## src/rtl/pc_ir_unit_pkg.sv

```systemverilog
// Shared CPU package: datapath width, next-PC select encodings, decoder constants.
package pc_ir_unit_pkg;

    localparam int unsigned XLEN = 32;
    localparam int unsigned JIDX_W = 26;

    // Next-PC select, fully decoded over two bits
    typedef enum logic [1:0] {
        PCSRC_BRANCH = 2'd0,
        PCSRC_JUMP   = 2'd1,
        PCSRC_ALU    = 2'd2,
        PCSRC_NPC    = 2'd3
    } pcsrc_e;

    // Opcode field values used by the control decoder
    localparam logic [5:0] OP_RTYPE = 6'h00;
    localparam logic [5:0] OP_J     = 6'h02;
    localparam logic [5:0] OP_JAL   = 6'h03;
    localparam logic [5:0] OP_BEQ   = 6'h04;
    localparam logic [5:0] OP_BNE   = 6'h05;
    localparam logic [5:0] OP_ADDI  = 6'h08;
    localparam logic [5:0] OP_LW    = 6'h23;
    localparam logic [5:0] OP_SW    = 6'h2B;

    // R-type funct field values
    localparam logic [5:0] FN_JR  = 6'h08;
    localparam logic [5:0] FN_ADD = 6'h20;
    localparam logic [5:0] FN_SUB = 6'h22;
    localparam logic [5:0] FN_AND = 6'h24;
    localparam logic [5:0] FN_OR  = 6'h25;
    localparam logic [5:0] FN_SLT = 6'h2A;

endpackage

```

## src/rtl/pc_ir_unit_next_pc_sel.sv

```systemverilog
// Combinational next-PC selection: branch evaluation, jump target and PCSrc mux.
module next_pc_sel
    import pc_ir_unit_pkg::*;
(
    input  logic [1:0]        pc_src,
    input  logic              pc_we,
    input  logic              ben,
    input  logic              beqbne,
    input  logic              alu_zero,
    input  logic [XLEN-1:0]   alu_result,
    input  logic [XLEN-1:0]   aluout_q,
    input  logic [XLEN-1:0]   npc_q,
    input  logic [JIDX_W-1:0] jidx,
    output logic              branch_taken,
    output logic              pc_write,
    output logic [XLEN-1:0]   next_pc
);

    logic [XLEN-1:0] jump_target;

    assign branch_taken = ben & (alu_zero ^ beqbne);
    assign pc_write     = pc_we | branch_taken;
    assign jump_target  = {npc_q[XLEN-1:XLEN-4], jidx, 2'b00};

    // A taken branch overrides PCSrc and always targets the latched branch address
    always_comb begin
        next_pc = aluout_q;
        if (!branch_taken) begin
            case (pc_src)
                PCSRC_BRANCH: next_pc = aluout_q;
                PCSRC_JUMP:   next_pc = jump_target;
                PCSRC_ALU:    next_pc = alu_result;
                PCSRC_NPC:    next_pc = npc_q;
                default:      next_pc = aluout_q;
            endcase
        end
    end

endmodule

```

## src/rtl/pc_ir_unit.sv

```systemverilog
// Multicycle CPU fetch state: PC, IR, latched PC+4, ALU output register and fetch counter.
module pc_ir_unit
    import pc_ir_unit_pkg::*;
#(
    parameter logic [31:0] RESET_PC = 32'h0000_0000
) (
    input  logic            clk,
    input  logic            reset,
    input  logic            PC_WE,
    input  logic            IR_WE,
    input  logic [1:0]      PCSrc,
    input  logic            BEN,
    input  logic            BEQBNE,
    input  logic            MemIn,
    input  logic [XLEN-1:0] alu_result,
    input  logic            alu_zero,
    input  logic [XLEN-1:0] mem_rdata,
    output logic [XLEN-1:0] instruction,
    output logic [XLEN-1:0] pc,
    output logic [XLEN-1:0] npc,
    output logic [XLEN-1:0] aluout,
    output logic [XLEN-1:0] mem_addr,
    output logic            branch_taken,
    output logic [XLEN-1:0] instr_count
);

    logic [XLEN-1:0] pc_q;
    logic [XLEN-1:0] ir_q;
    logic [XLEN-1:0] npc_q;
    logic [XLEN-1:0] aluout_q;
    logic [XLEN-1:0] instr_count_q;
    logic [XLEN-1:0] next_pc;
    logic            pc_write;

    next_pc_sel u_next_pc_sel (
        .pc_src       (PCSrc),
        .pc_we        (PC_WE),
        .ben          (BEN),
        .beqbne       (BEQBNE),
        .alu_zero     (alu_zero),
        .alu_result   (alu_result),
        .aluout_q     (aluout_q),
        .npc_q        (npc_q),
        .jidx         (ir_q[JIDX_W-1:0]),
        .branch_taken (branch_taken),
        .pc_write     (pc_write),
        .next_pc      (next_pc)
    );

    // Fetch-side registers; reset wins over every enable
    always_ff @(posedge clk) begin
        if (reset) begin
            pc_q          <= RESET_PC;
            ir_q          <= '0;
            npc_q         <= XLEN'(RESET_PC + 32'd4);
            aluout_q      <= '0;
            instr_count_q <= '0;
        end else begin
            aluout_q <= alu_result;
            if (IR_WE) begin
                ir_q          <= mem_rdata;
                npc_q         <= XLEN'(pc_q + 32'd4);
                instr_count_q <= XLEN'(instr_count_q + 32'd1);
            end
            if (pc_write) begin
                pc_q <= {next_pc[XLEN-1:2], 2'b00};
            end
        end
    end

    assign instruction = ir_q;
    assign pc          = pc_q;
    assign npc         = npc_q;
    assign aluout      = aluout_q;
    assign instr_count = instr_count_q;
    assign mem_addr    = MemIn ? aluout_q : pc_q;

endmodule
```

## config.mk

```make
export PLATFORM = sky130hd
export DESIGN_NAME = pc_ir_unit
export DESIGN_NICKNAME = d
export VERILOG_FILES = /design/src/rtl/pc_ir_unit_pkg.sv /design/src/rtl/pc_ir_unit_next_pc_sel.sv /design/src/rtl/pc_ir_unit.sv
export SDC_FILE = /design/constraint.sdc
export NUM_CORES = 1
export LEC_CHECK = 0
export ABC_CLOCK_PERIOD_IN_PS = 2000
export BUFFER_PORTS_ARGS = -buffer_cell sky130_fd_sc_hd__buf_2
export CAP_MARGIN = 30
export CORE_MARGIN = 3
export CORE_UTILIZATION = 24
export CTS_CLUSTER_SIZE = 16
export DETAILED_ROUTE_END_ITERATION = 10
export PLACE_DENSITY_LB_ADDON = 0.1
export SYNTH_ARGS = -nofsm -noshare
export SYNTH_HDL_FRONTEND = slang
export SYNTH_SLANG_ARGS = --single-unit
```

## constraint.sdc

```tcl
create_clock -name clk -period 2 [get_ports clk]
set_clock_uncertainty 0.15 [all_clocks]
set_input_delay 0.4 -clock clk [delete_from_list [all_inputs] [get_ports clk]]
set_output_delay 0.4 -clock clk [all_outputs]
set_load 0.02 [all_outputs]
```

==> results of run 1 <==
==> power by group through the flow <==
stage	clock, mW	sequential [mW]	combinational (mW)
after CTS	3.58	3.45	1.69
after global placement	0	3.52	1.68
after detailed placement	0	3.52	1.68
final	3.43	3.45	1.68
after floorplan	0	3.74	0.742
after global routing	3.67	3.48	1.82
==> critical path: cells and delay by family, from the launching register on <==
family | cells | cell delay [ps]
AO/OA/AOI/OAI | 1 | 210
adder cells (fa/ha/maj) | 1 | 130
buffers and inverters | 1 | 150
flip-flops | 1 | 360
AND/OR/NAND/NOR | 3 | 950
==> through the flow <==
step                instance area [sq um]  TNS [ps]  hold slack, ps
floorplan                            7740      -603             378
detailed placement                  10100     -1180             332
global placement                    10100      -916             319
global route                        10900      -840            30.9
CTS                                 10800      -286            3.55
finish                              10900     -95.7            37.2
==> cell usage after synthesis (2+ instances only) <==
cell type,instances,area [sq um]
nor3_1,10,50.1
dfxtp_1,156,3120
and4_1,9,78.8
inv_1,11,41.3
a311oi_1,11,96.3
xnor2_1,10,87.6
a2bb2oi_1,26,228
nand2b_1,3,18.8
mux2_2,27,304
o31ai_1,13,97.6
mux2i_1,86,861
buf_2,4,20.0
nor2b_1,36,225
nor3b_1,2,15.0
o21ai_0,22,110
and2_1,3,18.8
or4_1,16,120
nand2_1,43,161
or2_2,2,12.5
nand4_1,22,138
bufbuf_16,3,97.6
clkbuf_1,50,188
nor4_1,10,62.6
xor2_1,14,123
buf_4,5,37.5
nor2_1,106,398
ha_1,2,25.0
buf_1,7,26.3
a22oi_1,5,37.5
o311a_1,2,20.0
a21oi_1,18,90.1
o211ai_1,4,30.0
or3_1,14,87.6
nand3_1,25,125
and3_1,9,56.3
a211oi_1,43,323
==> layout make-up <==
cell class | instances | share of cell area (%)
inverters | 11 | 0.379
clock inverters | 9 | 0.872
flip-flops and latches | 156 | 29.3
clock buffers | 23 | 4.88
repair buffers | 378 | 21.4
diodes | 1 | 0.0230
well taps | 396 | 4.55
multi-input cells | 604 | 38.6
==> sequential cells by signal, indices dropped and copies added, names as in the netlist <==
signal and count:
instr_count 32, pc 30, npc 30, aluout 32, instruction 32
==> kinds of logic after synthesis <==
logic type,Yosys count,share of synthesized area [%]
AO/OA/AOI/OAI,147,13.9
XOR/XNOR,24,2.76
adder cells (fa/ha/maj),2,0.329
buffers and inverters,81,5.57
flip-flops,156,41.0
multiplexers,113,15.3
other,1,0.0493
AND/OR/NAND/NOR,313,21.0
==> routing by layer <==
| metal | routed length [um] | vias up |
|---|---|---|
| li1 | - | 3719 |
| met1 | 14300 | 3520 |
| met2 | 13000 | 202 |
| met3 | 1470 | 19 |
| met4 | 320 | 2 |
| met5 | 20 | - |
==> timing repair <==
action	in CTS	in global routing
gates cloned	1	1
hold buffers	0	0
buffers inserted	2	8
gates resized for setup	9	24
pin swaps	7	6
endpoints found under the setup margin	13	22
==> worst max-delay path by stage <==
stage	to	slack [ps]	cells past startpoint
after global routing	npc[24]$_SDFFE_PP0P_	-120	6
after global placement	instr_count[24]$_SDFFE_PP0P_	-140	6
final	npc[24]$_SDFFE_PP0P_	-40	6
after CTS	npc[24]$_SDFFE_PP0P_	-60	6
after floorplan	npc[28]$_SDFFE_PP0P_	-130	5
after detailed placement	instr_count[30]$_SDFFE_PP0P_	-150	6
==> run summary, run 1 <==
The final reports fail on negative setup slack. The flow ran to the end, but the final reports show violations. The final critical-path setup slack is -43.0 ps. The end of the worst register-to-register path is npc[24]$_SDFFE_PP0P_.

After layout, the minimum clock period comes to 2040 ps. The clock-pin transition on the worst setup and hold timing paths is 60 ps. The floorplan step defined a die boundary enclosing 33900 sq um.

The data required time at the worst endpoint is 2180 ps. For this run, the top clock speed supported by timing is 0.489 GHz. For this design, the slowest cell found on the critical path is or4_4. The initial standard-cell utilization of the core came out at 24.6%.

The sequential cell area in the final layout is 3190 sq um. The worst setup path is captured at a flip-flop. The worst setup path is launched from a flip-flop. The pin count of the biggest net entering global routing is 45. Pin placement for this block handled between 200 and 300 I/O pins. The met1 layer usage reported by global route is between 20% and 30%.

The average instance area after synthesis is 9.09 sq um. The standby leakage power came out at 4.97 nW. Setup repair after global routing could not meet its margin everywhere. The maximum net fanout on the critical path came out at 5. The area occupied by multi-input gates came out at 4210 sq um. The met3 track demand over resource came out at 3.54%.

The transition time at the pin with the least slew margin is 555 ps. The number of storage elements in the synthesis netlist came out at 156. Leaving out fill and tap cells, the most frequent cells in the layout are buf_2 (259), dfxtp_1 (121), nor2_1 (106), buf_4 (104), mux2i_1 (86). TritonCTS built the clock tree. The relative contribution of sequential cells to total power came out at just over 40%.

The count of unresolved DRC violations after routing is 0. Row generation in the floorplan step produced 64 rows. The fraction of layout instances using a drive strength above 1 is 42.3%. The gate count of the mapped netlist is between 800 and 900. The number of optimization iterations in the first detailed-route pass is 5. The critical path data arrival time came out at 2220 ps.

The worst reg-to-reg path cell count came out at 6. For this design the total switching power over the nets is 2.56 mW. The worst slew margin relative to its limit came out at between 60 and 70%. The portion of total power attributed to combinational logic is 19.6%.

The number of global-route vias before repair came out at 7409. Walking the worst path, the cells encountered are ha_4 > nand4_1 > or4_4 > buf_6 > or4_1 > a311oi_1. The placeable core region came out at around 31000 sq um. The worst hold path startpoint is alu_result[1]. The cell total after placement came out at 1534. The instance count along the most critical hold path is 2. The number of antenna violations at the first check in global routing is 1. The total global-route track usage is 16.9%.

In this run the worst setup path begins at pc[2]$_SDFFE_PP0P_. The count of antenna-violating nets left after detailed routing is 0. Routability-driven placement finished with a final weighted congestion of 0.768.

The clock network latency to the later pin of the worst-skew pair came out at 430 ps. The longest individual stage delay on the worst path is ~440 ps. The number of distinct library cell variants in the gate-level netlist after synthesis is 44. The final instance count without filler cells came out at around 1600.

The hold violation total from the final report is 0. The number of slew-limit violations in the final report came out at 0. The final setup violation count is 4. After synthesis the cells add up to 7610 sq um. The met2 global-route usage came out at about a quarter.

The average detailed-routed wire length per instance is roughly 18 um. The global-route wire length before repair is 44.3 mm. The switching share of power is 29.9%. The die extent in y is 184 um. The TritonCTS buffer count came out at 17. The max-cap check violation count is 0. The path type of the worst setup path is reg2reg. The floorplan step set the die width to between 150 and 200 um.

The signed area change from the synthesized netlist to the final layout is 43.2%. The internal power is 6.01 mW. Counting along the longest clock path gives a buffer depth of 2.

The cell sitting at the root of the clock tree is a clkbuf_16. The worst setup timing slack at the placement stage is -148 ps. The H-tree was split into 4 levels. The startpoint of the most critical register-to-register path is pc[2]$_SDFFE_PP0P_. The number of fill cells in the layout came out at 3288. The final HPWL from detailed placement is 22.1 mm. The worst path uses 102% of the clock period. The final net count is 1244. The share of async-settable or async-resettable flops after synthesis is 0%. The setup slack of the most critical reg-to-reg path came out at -40 ps. For this block, the initial DRC count from the detailed router was about 330. Counting every sink on the clock net gives roughly 160. The power density over cell area came out at 786 nW/um^2. The class of the tightest hold or removal check is in2reg.

The sink of the worst hold path is aluout[1]$_SDFF_PP0_. Global routing finished with a remaining overflow of 0. The average via count per standard cell came out at 4.73. Port buffering added 262 buffers. The routed layout has 7462 vias. Leaving out fill and tap cells, the most frequent cell in the layout is buf_2. The post-route core utilization came out at 35.3%. The worst-case IR drop observed on VDD is 543 uV. The layer flagged by global routing as most heavily used is met2. The post-synthesis sequential area ratio is 41.0%.

The Yosys warning count is 0. The share of total power dissipated in the clock network is roughly two fifths. The sum of routed wire length over all layers came out at 29.1 mm. The overall power consumption is 8.57 mW. In the synthesized netlist the dominant register cell turns out to be dfxtp_1.

Counting flops with a built-in enable in the synthesized netlist gives 0.
Note: power is estimated with default switching activity, not from simulation.
==> run 2: changes to the inputs <==
- ABC_CLOCK_PERIOD_IN_PS: 2000 -> 1900
- CELL_PAD_IN_SITES_DETAIL_PLACEMENT: not set -> 1
- CELL_PAD_IN_SITES_GLOBAL_PLACEMENT: not set -> 1
- clock period: 2 -> 1.9 ns (I/O delays scaled with it)
==> run summary, run 2 (synthesized netlist as in run 1, its figures left out) <==
The max-cap check violation count came out at 0. At the pin with the least slew margin, the transition time is between 600 and 700 ps. The number of slew-limit violations in the final report is 0. Setup repair after global routing could not meet its margin everywhere.

The maximum net fanout on the critical path came out at 5. The average detailed-routed wire length per instance came out at 19.4 um. The global placer's final weighted congestion is 0.745. 267 I/O pins were placed. The longest individual stage delay on the worst path is 560 ps.

In the layout the commonest cells are buf_2 (241), buf_4 (127), dfxtp_1 (114), nor2_1 (106), mux2i_1 (86). The clock tree from TritonCTS is done. Derived from the worst setup path, the maximum achievable clock frequency is about 0.48 GHz.

The total global-route track usage came out at 18.0%. The final HPWL from detailed placement came out at 23.4 mm. The minimum clock period came out at 2100 ps. The standby leakage power came out at 5.11 nW. The maximum buffer depth of the clock tree is 2. The initial detailed-routing violation count came out at roughly 240. The first global-routing pass estimated 47.7 mm of wire. The power density over cell area is roughly 810 nW/um^2. The final instance count without filler cells came out at 1603. The die extent in y is around 180 um. Counting every sink on the clock net gives roughly 160. The library cell used most frequently in the layout, excluding fill and tap cells, is buf_2. The maximum level of the CTS H-tree is 4. The worst supply voltage drop on vdd is around 500 uV. The count of antenna-violating nets left after detailed routing came out at 0. The area occupied by multi-input gates is 4290 sq um. Dividing the final minimum period by the clock period gives 111%. The final critical-path setup slack came out at -200 ps. The die width came out at 184 um. The number of global-route vias before repair came to 7960. The signed area change from the synthesized netlist to the final layout came out at 47.8%. The number of buffers and inverters on the critical path is 0. The total negative slack is -1230 ps. The family with the most delay on the worst path is simple AND/OR/NAND/NOR gates. The number of antenna violations at the first check in global routing is 1.

After detailed placement, the design holds a cell count of 1554. The number of input and output port buffers inserted is 262. STA classifies the critical path startpoint as a flip-flop. The worst setup path is captured at a flip-flop. Setup violations remaining at the end of the flow were counted as 15. The TritonCTS buffer count came out at 17. The later pin in the worst-skew pair is clocked with a latency of 430 ps. In this run the worst hold path is classified as in2reg. The setup slack of the most critical reg-to-reg path is -200 ps. The master of the slowest instance on the critical path is or4_4. The critical path in this run is classified as reg2reg. The worst slew margin relative to its limit came out at 59.2%. In the routed layout, each cell is associated on average with a via count of 4.80.

The signal on the critical path passes through ha_4 > nand4_1 > or4_4 > or4_1 > a311oi_2. The fraction of layout instances using a drive strength above 1 is around 45%. The initial standard-cell utilization of the core is between 20% and 30%. The die area came out at 33900 sq um. The hold violation total from the final report is 0. The total congestion overflow came out at 0.

The cell row count is 64. The pin count of the biggest net entering global routing came out at 67. Fill cells in the final layout number 3668.

In the routed design, unresolved DRC markers number 0. Registers take around 3200 sq um. The flow ran to the end, but the final reports show violations. The critical path data arrival time came out at 2300 ps. The total area inside the core boundary comes to 30900 sq um. After clock tree synthesis, the clock-pin slew on the worst setup and hold paths is approximately 80 ps. The data required time at the worst endpoint came out at 2100 ps. The number of optimization iterations in the first detailed-route pass is 4. The final reports fail on negative setup slack. For this run, the post-layout net count is 1270.

The detailed-route via count came out at a little under 8000. The clock tree root driver cell is clkbuf_16. The routed design has 31.1 mm of wire.
-- run 2: cell types whose count changed in the layout (fill, tap and decap cells not counted), sizes merged --
cell,previous run,this run
dlygate4sd3,0,4
clkbuf,23,18
buf,378,400
bufinv,1,2
clkinvlp,1,5
clkinv,4,0
inv,14,17
-- run 2: per-layer routing --
metal  share of wire, %  track usage, %  routed length (um)  up-vias
met2                 47            30.3               14700      179
met3                4.2            3.13                1290       18
met1                 48            24.4               14800     3747
met4               0.81            3.78                 252        2
met5              0.042               0                  13        -
li1                   -               -                   -     3756
-- run 2: path summary, 6_finish.rpt --
path | cells after the start | startpoint | endpoint
min reg2reg | 2 | instruction[26]$_SDFFE_PP0P_ | instruction[26]$_SDFFE_PP0P_
max reg2reg | 5 | pc[3]$_SDFFE_PP0P_ | npc[28]$_SDFFE_PP0P_
min | 3 | mem_rdata[21] | instruction[21]$_SDFFE_PP0P_
max | 5 | pc[3]$_SDFFE_PP0P_ | npc[28]$_SDFFE_PP0P_
-- run 2: power breakdown --
part	internal (mW)	switching [mW]	total, mW
logic	0.788	1.07	1.85
registers	3.46	0.169	3.63
clock network	1.97	1.61	3.58
total	6.22	2.85	9.07
-- run 2: cell type report --
type | instances | area share (%)
clock inverter | 13 | 1.39
clock buffer | 18 | 3.82
sequential | 156 | 28.5
timing repair buffer | 404 | 23.3
multi-input combinational | 604 | 38.2
tap | 396 | 4.40
antenna | 1 | 0.0222
inverter | 11 | 0.400
-- run 2: through the flow --
stage          area, sq um  util, %  power [mW]  setup WS [ps]  hold slack, ps
2_1_floorplan         7770        -        4.72           -225             358
3_3_place_gp         10200     33.1        5.47           -201             320
3_5_place_dp         10200     33.1        5.48           -236             332
4_1_cts              10900     35.4        9.15           -222            2.38
5_1_grt              11200     36.4        9.53           -305            9.50
6_report             11200     36.4        9.07           -200            20.5
-- run 2: worst reg2reg max path, cell delays in order, from the launching register on --
cell and delay (ps):
dfxtp_4 360, ha_4 130, nand4_1 90, or4_4 560, or4_1 500, a311oi_2 240
-- run 2: timing repair --
| action | 4_1_cts | 5_1_grt |
|---|---|---|
| gates resized for setup | 26 | 68 |
| buffers inserted | 3 | 11 |
| pin swaps | 9 | 12 |
| gates cloned | 0 | 1 |
| setup endpoints to repair | 31 | 54 |
| endpoints found under the hold margin | 4 | 0 |
| hold buffers | 4 | 0 |
==> run 3: changes to the inputs <==
- CORE_MARGIN: 3 -> 2
- GPL_TIMING_DRIVEN: not set -> 0
==> run summary, run 3 (synthesized netlist as in run 1, its figures left out) <==
The total global-route track usage came out at 19.3%. The clock network latency to the later pin of the worst-skew pair came out at approximately 440 ps. The clock passes through at most 2 buffers. The final net count came out at roughly 1200. The number of fill cells in the layout is 3735.

Detailed placement finished with a half-perimeter wire length of ~24 mm. The initial standard-cell utilization of the core is between 20% and 30%. The global placer's final weighted congestion came out at between 0.7 and 0.8. For this design the static power due to leakage is 4.79 nW. Leaving out fill and tap cells, the most frequent cell in the layout is buf_2. The number of optimization iterations in the first detailed-route pass is 4.

STA classifies the critical path startpoint as a flip-flop. The number of slew-limit violations in the final report is 0. The worst setup timing slack at the placement stage came out at -841 ps. The worst supply voltage drop on vdd is between 500 and 600 uV.

The die width is 182 um. The final critical-path setup slack is -164 ps. The top cell types in the final layout, fill and taps aside, are buf_2 (254), nor2_1 (106), dfxtp_1 (106), mux2i_1 (86), a211oi_1 (43). The die extent in y came out at 182 um. The number of clock sinks is 156.

The total congestion overflow came out at 0. The final instance area came out at 10800 sq um. The count of unresolved DRC violations after routing is 0. The maximum level of the CTS H-tree is 4. The minimum clock period is 2060 ps. The timing-limited maximum frequency is 0.484 GHz. The final setup violation count came out at 19. The number of global-route vias before repair was 7527. The largest individual stage delay along the critical path comes from the cell or4_4. The number of input and output port buffers inserted is 257. Max-cap violations in this run came to 0. The final period utilization is 109%.

The average via count per standard cell came out at 4.86. The checks that failed: negative setup slack. The instance area after placement came out at 9620 sq um. The class of the tightest hold or removal check is in2reg. The sum of routed wire length over all layers came out at between 30 and 40 mm. Measured against its own limit, the worst slew margin works out to 40.1%. Data on the critical path arrives at its endpoint at 2260 ps. Traced cell by cell, the critical path runs through nand2_1 > or4_4 > or4_4 > a311oi_2. The dominant cell type by count on the critical path is or4_4. The setup path with the least slack is of type reg2reg. Adding up every negative setup slack in the final design gives -1670 ps. Setup repair after global routing could not meet its margin everywhere. The transition time at the pin with the least slew margin is 899 ps. The cell row count came out at 65. The top-level port count came out at roughly 270.

The clock tree root driver cell is clkbuf_16. The maximum net fanout on the critical path came out at 8. The count of antenna-violating nets left after detailed routing came out at 0. The pin count of the biggest net entering global routing came out at 17. The number of antenna violations at the first check in global routing came to 2. Across all layers, the routed design uses 7569 vias. The longest individual stage delay on the worst path is about 550 ps. The kind of end point of the critical path is a flip-flop. The global-route wire length before repair is a little under 50 mm. The data required time at the worst endpoint came out at 2100 ps. The initial detailed-routing violation count is 256. The overall power consumption is between 8 and 9 mW. The clock-pin transition on the worst setup and hold timing paths is 60 ps. The setup slack of the most critical reg-to-reg path is -160 ps.

Dividing total power by cell area gives a power density of about 830 nW/um^2. The clock tree from TritonCTS is done. The die area is 33100 sq um.

The hold violation total from the final report is 0. In this run the standard cell core region covers 31400 sq um. The average detailed-routed wire length per instance came out at 20.9 um.

The signed area change from the synthesized netlist to the final layout is 42.4%. The fraction of layout instances using a drive strength above 1 is a little over two fifths. The flow ran to the end, but the final reports show violations.

The TritonCTS buffer count is 17.
==> run 3: cell types whose count changed in the layout (fill, tap and decap cells not counted), sizes merged <==
cell,delta
or4,-1
clkbuf,+49
buf,-95
clkinv,+2
inv,-5
dlygate4sd3,+1
clkinvlp,-1
==> run 3: worst max-delay path, delay by kind of cell, from the launching register on <==
| kind | cells | cell delay, ps |
|---|---|---|
| AOI/OAI and AO/OA | 1 | 230 |
| DFF | 1 | 410 |
| and+or+nand+nor | 3 | 1190 |
==> run 3: final cells by class <==
class	count	area, sq um	area share, %
Buffer	60	362	3.34
Tap cell	402	503	4.64
Clock buffer	22	474	4.38
Antenna cell	1	2.50	0.0231
Inverter	11	41.3	0.381
Clock inverter	9	113	1.04
Timing Repair Buffer	295	1670	15.4
Sequential cell	156	3250	30.0
Multi-Input combinational cell	603	4420	40.8
==> run 3: power by group <==
| part | total, mW | switching, mW | internal [mW] |
|---|---|---|---|
| Sequential | 3.73 | 0.270 | 3.46 |
| Clock | 3.55 | 1.51 | 2.04 |
| Combinational | 1.67 | 0.997 | 0.674 |
==> run 3: per-layer routing <==
layer / wire length, um / global-route usage, % / vias to the layer above
met5: 27 / 0 / -
met4: 390 / 4.23 / 4
met3: 1750 / 3.95 / 24
met2: 14700 / 30.7 / 208
met1: 15700 / 26.9 / 3651
li1: - / - / 3682
==> run 3: worst paths after layout <==
kind / startpoint / end / cells past startpoint
max reg2reg: pc[22]$_SDFFE_PP0P_ / npc[28]$_SDFFE_PP0P_ / 4
min reg2reg: instruction[27]$_SDFFE_PP0P_ / instruction[27]$_SDFFE_PP0P_ / 2
min: alu_result[1] / aluout[1]$_SDFF_PP0_ / 2
max: pc[22]$_SDFFE_PP0P_ / npc[28]$_SDFFE_PP0P_ / 4
==> run 3: what timing repair did <==
item                                    CTS  global route
endpoints found under the setup margin  144            76
buffers inserted                         16            13
endpoints found under the hold margin     5             0
pin swaps                                18            15
hold buffers                              5             0
cloned                                    1             0
resized for setup                        70            71
==> run 3: per-stage QoR <==
| stage | instances | hold WS [ps] | util [%] |
|---|---|---|---|
| after floorplan | 840 | 358 | - |
| after global placement | 1499 | 323 | 30.5 |
| after detailed placement | 1503 | 339 | 30.6 |
| after CTS | 1550 | 3.32 | 33.6 |
| after global routing | 1558 | 18.5 | 34.5 |
| final | 1559 | 17.9 | 34.5 |
